[src/rtl/i2s_tx_master.sv]
// I2S master transmitter: stereo samples from a small FIFO serialised into 64-SCK Philips frames.
// Define I2S_TX_UNDERRUN_CNT_EN to add the saturating 16-bit underrun_cnt_o output.
module i2s_tx_master #(
    parameter int CLK_DIV    = 2,
    parameter int DATA_W     = 24,
    parameter int FIFO_DEPTH = 4
) (
    input  logic                        clk,
    input  logic                        rst_n,
    input  logic                        en,
    input  logic                        s_valid,
    output logic                        s_ready,
    input  logic [DATA_W-1:0]           s_left,
    input  logic [DATA_W-1:0]           s_right,
    output logic                        i2s_sck,
    output logic                        i2s_ws,
    output logic                        i2s_sd,
    output logic                        frame_start_o,
    output logic                        underrun_o,
`ifdef I2S_TX_UNDERRUN_CNT_EN
    output logic [15:0]                 underrun_cnt_o,
`endif
    output logic [$clog2(FIFO_DEPTH):0] fifo_level_o
);

    localparam int AW   = $clog2(FIFO_DEPTH);
    localparam int LW   = AW + 1;
    localparam int DIVW = (CLK_DIV > 1) ? $clog2(CLK_DIV) : 1;
    localparam int PAD  = 32 - DATA_W;
    localparam logic [DIVW-1:0] DIV_LAST  = DIVW'(CLK_DIV - 1);
    localparam logic [5:0]      SLOT_IDLE = 6'd62;

    logic [2*DATA_W-1:0] mem_q [FIFO_DEPTH];
    logic [AW-1:0]       wrPtr_q, rdPtr_q;
    logic [LW-1:0]       level_q, level_d;
    logic                readyEn_q;
    logic                full, empty, push, pop;

    logic [DIVW-1:0]     divCnt_q, divCnt_d;
    logic [5:0]          slot_q, slot_d, slotInc;
    logic                sck_q, sck_d, ws_q, ws_d, sd_q, sd_d;
    logic [DATA_W-1:0]   shadowL_q, shadowL_d, shadowR_q, shadowR_d;
    logic                frameStart_d, frameStart_q, underrun_d, underrun_q;
    logic                tick, fall;
    logic [31:0]         chWord;
    logic [4:0]          bitIdx;

    assign full    = (level_q == LW'(FIFO_DEPTH));
    assign empty   = (level_q == '0);
    assign s_ready = readyEn_q & ~full;
    assign push    = s_valid & s_ready;

    always_comb begin
        level_d = level_q;
        case ({push, pop})
            2'b10:   level_d = level_q + LW'(1);
            2'b01:   level_d = level_q - LW'(1);
            default: level_d = level_q;
        endcase
    end

    always_ff @(posedge clk) begin
        if (push) mem_q[wrPtr_q] <= {s_left, s_right};
    end

    always_ff @(posedge clk or negedge rst_n) begin
        if (!rst_n) begin
            wrPtr_q   <= '0;
            rdPtr_q   <= '0;
            level_q   <= '0;
            readyEn_q <= 1'b0;
        end else begin
            readyEn_q <= 1'b1;
            level_q   <= level_d;
            if (push) wrPtr_q <= wrPtr_q + AW'(1);
            if (pop)  rdPtr_q <= rdPtr_q + AW'(1);
        end
    end

    // Samples are left-aligned in a 32-bit slot so the bit index is simply 31 - slot position.
    assign tick    = (divCnt_q == DIV_LAST);
    assign fall    = en & tick & sck_q;
    assign slotInc = slot_q + 6'd1;
    assign chWord  = slotInc[5] ? {shadowR_q, {PAD{1'b0}}} : {shadowL_q, {PAD{1'b0}}};
    assign bitIdx  = 5'd31 - slotInc[4:0];

    always_comb begin
        divCnt_d     = divCnt_q;
        slot_d       = slot_q;
        sck_d        = sck_q;
        ws_d         = ws_q;
        sd_d         = sd_q;
        shadowL_d    = shadowL_q;
        shadowR_d    = shadowR_q;
        frameStart_d = 1'b0;
        underrun_d   = 1'b0;
        pop          = 1'b0;
        if (!en) begin
            divCnt_d  = '0;
            slot_d    = SLOT_IDLE;
            sck_d     = 1'b0;
            ws_d      = 1'b1;
            sd_d      = 1'b0;
            shadowL_d = '0;
            shadowR_d = '0;
        end else begin
            divCnt_d = tick ? '0 : divCnt_q + DIVW'(1);
            if (tick) sck_d = ~sck_q;
            if (fall) begin
                slot_d = slotInc;
                ws_d   = (slotInc >= 6'd31) && (slotInc <= 6'd62);
                sd_d   = chWord[bitIdx];
                // Entering slot 63 loads the next pair; an empty FIFO sends silence.
                if (slotInc == 6'd63) begin
                    frameStart_d = 1'b1;
                    if (empty) begin
                        underrun_d = 1'b1;
                        shadowL_d  = '0;
                        shadowR_d  = '0;
                    end else begin
                        pop                    = 1'b1;
                        {shadowL_d, shadowR_d} = mem_q[rdPtr_q];
                    end
                end
            end
        end
    end

    always_ff @(posedge clk or negedge rst_n) begin
        if (!rst_n) begin
            divCnt_q     <= '0;
            slot_q       <= SLOT_IDLE;
            sck_q        <= 1'b0;
            ws_q         <= 1'b1;
            sd_q         <= 1'b0;
            shadowL_q    <= '0;
            shadowR_q    <= '0;
            frameStart_q <= 1'b0;
            underrun_q   <= 1'b0;
        end else begin
            divCnt_q     <= divCnt_d;
            slot_q       <= slot_d;
            sck_q        <= sck_d;
            ws_q         <= ws_d;
            sd_q         <= sd_d;
            shadowL_q    <= shadowL_d;
            shadowR_q    <= shadowR_d;
            frameStart_q <= frameStart_d;
            underrun_q   <= underrun_d;
        end
    end

`ifdef I2S_TX_UNDERRUN_CNT_EN
    logic [15:0] urCnt_q;

    always_ff @(posedge clk or negedge rst_n) begin
        if (!rst_n)                                  urCnt_q <= '0;
        else if (underrun_d && urCnt_q != 16'hFFFF) urCnt_q <= urCnt_q + 16'd1;
    end

    assign underrun_cnt_o = urCnt_q;
`endif

    assign i2s_sck       = sck_q;
    assign i2s_ws        = ws_q;
    assign i2s_sd        = sd_q;
    assign frame_start_o = frameStart_q;
    assign underrun_o    = underrun_q;
    assign fifo_level_o  = level_q;

endmodule

[config.mk]
export PLATFORM = sky130hd
export DESIGN_NAME = i2s_tx_master
export DESIGN_NICKNAME = d
export VERILOG_FILES = /design/src/rtl/i2s_tx_master.sv
export SDC_FILE = /design/constraint.sdc
export NUM_CORES = 1
export LEC_CHECK = 0
export ABC_AREA = 1
export BUFFER_PORTS_ARGS = -buffer_cell sky130_fd_sc_hd__buf_2
export CORE_MARGIN = 10
export CORE_UTILIZATION = 35
export DETAILED_ROUTE_END_ITERATION = 10
export GPL_ROUTABILITY_DRIVEN = 0
export GPL_TIMING_DRIVEN = 0
export SYNTH_ARGS = -nofsm -noshare
export SYNTH_HDL_FRONTEND = slang
export SYNTH_SLANG_ARGS = --single-unit
export TNS_END_PERCENT = 20
[constraint.sdc]
create_clock -name clk -period 6.5 [get_ports clk]
set_input_delay 0.975 -clock clk [delete_from_list [all_inputs] [get_ports clk]]
set_output_delay 0.975 -clock clk [all_outputs]
set_load 0.05 [all_outputs]
==> metrics.md <==
| Metric | Value |
|---|---|
| Mapped Nets | `866` |
| Vias per std cell | `5.143` |
| Detailed Place HPWL | `16560 microns` |
| # Post-CTS Setup Buffers | `0` |
| Hold Path Class | `input port to asynchronous set/reset pin` |
| Final ANT Viol Nets | `0` |
| Detailed Routing Iterations Pass 1 | `5` |
| Top cell type by total area after synthesis | `edfxtp_1` |
| GR met2 Demand/Resource | `21.51%` |
| Adder-cell share of the synthesized area | `1.040%` |
| Compound-gate portion of the synthesized area | `13.68%` |
| Post-synth top cells | `edfxtp_1 (192), o21ai_0 (115), nor2_1 (112)` |
| RSZ-0062 raised after global routing | `false` |
| Peak supply drop | `0.1897 mV` |
| Initial core utilization | `35.76%` |
| Nets | `958` |
| Clock Tree Buf Depth | `3` |
| Synthesized area | `10350 sq um` |
| Met1 usage | `18.67%` |
| Relative slew margins | `41.89%` |
| Number of flops mapped to enable cells by yosys | `192` |
| CP Capture Type | `flop` |
| Most common cell in the netlist | `edfxtp_1` |
| Area growth syn-to-layout | `17.43%` |
| Power Density | `380.9 nW/um^2` |
| Crit share post-route | `47.79%` |
| Final Hold Fails | `0` |
| Worst r2r src | `slot_q[1]` |
| Synth Area in XOR/XNOR | `0.6651%` |
| Die height | `191.9 microns` |
| Worst EP required | `6.91 ns` |
| Post-Synth Simple-Gate Area | `8.550%` |
| Slew Limit Fails | `0` |
| Post-synth top flop | `edfxtp_1` |
| Crit path DAT | `3.52 ns` |
| CP startpoint kind | `flop` |
| Setup-failing EPs final | `0` |
| Cells after Synth | `806` |
| Cell leakage power | `4.330 nW` |
| Die ar. | `36840 sq um` |
| Synth warn | `0` |
| Netlist cell types | `35` |
| CTS clk-pin slew, worst paths | `0.06 ns` |
| Worst-Margin Slew | `0.8695 ns` |
| Sequential-to-total area share from yosys stat | `72.25%` |
| Kind of critical path | `flop to flop` |
| Vias | `6701` |
| FMAX | `321.9 MHz` |
| Gr ovfl total | `0` |
| WL/cell | `19.28 microns` |
| Total number of clock tree sinks | `260` |
| # resized after CTS | `0` |
| Yosys reg bits | `260` |
| Row count | `62` |
| Crit Path Max Fanout | `10` |
| Mux contribution to synthesized area | `0%` |
| Final core occ | `41.99%` |
| TritonCTS Buffers | `26` |
| Placed instance count | `1254` |
| Largest family of logic cells by synthesized area | `compound AO/OA/AOI/OAI gates` |
| Total wire length | `25120 microns` |
| Synth top area cells | `edfxtp_1 (56%), dfrtp_1 (15%), o21ai_0 (5.6%)` |
| IO Port Bufs | `59` |
| Final std cells w/o fill | `1303` |
| First-pass GRT wire length | `38760 microns` |
| Fraction of layout cells with a size suffix above 1 | `15.69%` |
| Post-synth top area share | `55.73%` |
| CTS tree | `done` |
| Number of global-route vias before repair | `6609` |
| Clock skew | `0.007655 ns` |
| CTS H-tree lvls | `1` |
| Clock root buffer master | `clkbuf_16` |
| GR Util met3 | `2.394%` |
| Top Usage Layer GRT | `met2` |
| Die width | `191.9 microns` |
| Tmin final | `3.106 ns` |
| Crit Reg-Reg Endpoint | `fifo_level_o[2]` |
| Tot GR Track Use | `13.46%` |
| Run status | `complete, no violations` |
| Register-to-Register Setup Slack | `3.39 ns` |
| Max Cap Viol | `0` |
| Core ar. | `28940 sq um` |
| Worst R2R Path Depth | `15` |
| # IOs | `61` |
| Initial antenna violation count | `3` |
| Worst-Skew Late Latency | `0.53 ns` |
| DRC | `0` |
| Iter 0 DRT Violations | `549` |
| Largest net degree at the start of global routing | `68` |
| # hold bufs at CTS | `0` |
| Fin Setup TNS | `0 ns` |
| Mean Syn Cell Area | `12.84 sq um` |
| Async S/R FF share, synth | `26.15%` |
## state kept, by name, indices dropped and copies added (netlist names), 2 cells and up
| signal | count |
|---|---|
| mem_q | 192 |
| shadowL_q | 24 |
| shadowR_q | 24 |
| slot_q | 6 |
| fifo_level_o | 3 |
| rdPtr_q | 2 |
| wrPtr_q | 2 |
## cell families (layout without fill, tap and decap cells)
group,count (synthesis),after routing
and+or+nand+nor,210,210
DFF,260,260
xor gates and xnor gates,7,7
adders and majority gates,8,8
buffers and inverters,89,201
AOI/OAI and AO/OA,231,231
other,1,2
## power breakdown
| group | switching [mW] | internal (mW) | leakage, nW |
|---|---|---|---|
| clock | 0.608 | 0.910 | 0.425 |
| sequential | 0.0519 | 1.96 | 2.65 |
| combinational | 0.810 | 0.292 | 1.25 |
## worst max-delay path: stages, from the launching register on
cell	delay, ns
dfstp_2	0.58
ha_1	0.24
xor2_2	0.27
inv_2	0.12
nor2_4	0.14
nand3_2	0.10
nor2_4	0.14
nand2_1	0.09
inv_2	0.12
buf_4	0.20
ha_1	0.16
inv_1	0.07
fa_1	0.38
a21oi_1	0.14
o21ai_0	0.11
xnor2_1	0.14
## layer usage
layer | up-vias | share of wire [%]
met5 | - | 0.10
met4 | 4 | 1.9
met3 | 42 | 5.0
met2 | 171 | 47
met1 | 3334 | 46
li1 | 3150 | -
## stage by stage
stage                     setup WS [ns]  power, mW  hold WS, ns  cell area (sq um)
after floorplan                   1.762      2.706       0.4363              10350
after global placement            1.040      3.125       0.4521              11120
after detailed placement          2.944      3.152       0.4638              11260
after CTS                         3.388      4.670       0.2196              12150
after global routing              3.197      4.855       0.2195              12150
final                             3.394      4.628       0.2394              12150
## layout make-up
class                      count  area (sq um)
tap                          384         480.5
clock inverter                15         156.4
timing repair buffer          64         405.4
sequential                   260          7475
buffer                        53         256.5
clock buffer                  33         728.2
fill                        2709         16790
multi-input combinational    457          2510
antenna                        1         2.502
inverter                      36         135.1
## worst max path at each step
stage | to | slack [ns] | from
CTS | fifo_level_o[2] | 3.39 | slot_q[1]
finish | fifo_level_o[2] | 3.39 | slot_q[1]
global route | fifo_level_o[2] | 3.20 | slot_q[1]
floorplan | mem_q[0][0] | 1.76 | fifo_level_o[0]
global placement | mem_q[0][47] | 1.04 | s_valid
detailed placement | fifo_level_o[2] | 2.94 | en
## cell usage in the layout (no fill, tap or decap), types with 5 or more instances in the layout
master,n
nor2_1,108
o22ai_1,49
a32o_1,36
o21ai_1,9
buf_2,62
o21ai_0,115
dfrtp_1,62
a21oi_1,15
nand3_1,41
clkinv_2,5
inv_1,31
nor2_4,6
nand2_1,47
edfxtp_1,192
buf_4,7
ha_1,7
clkbuf_16,27
dfstp_2,6
clkbuf_1,41
(Power assumes the default switching activity.)
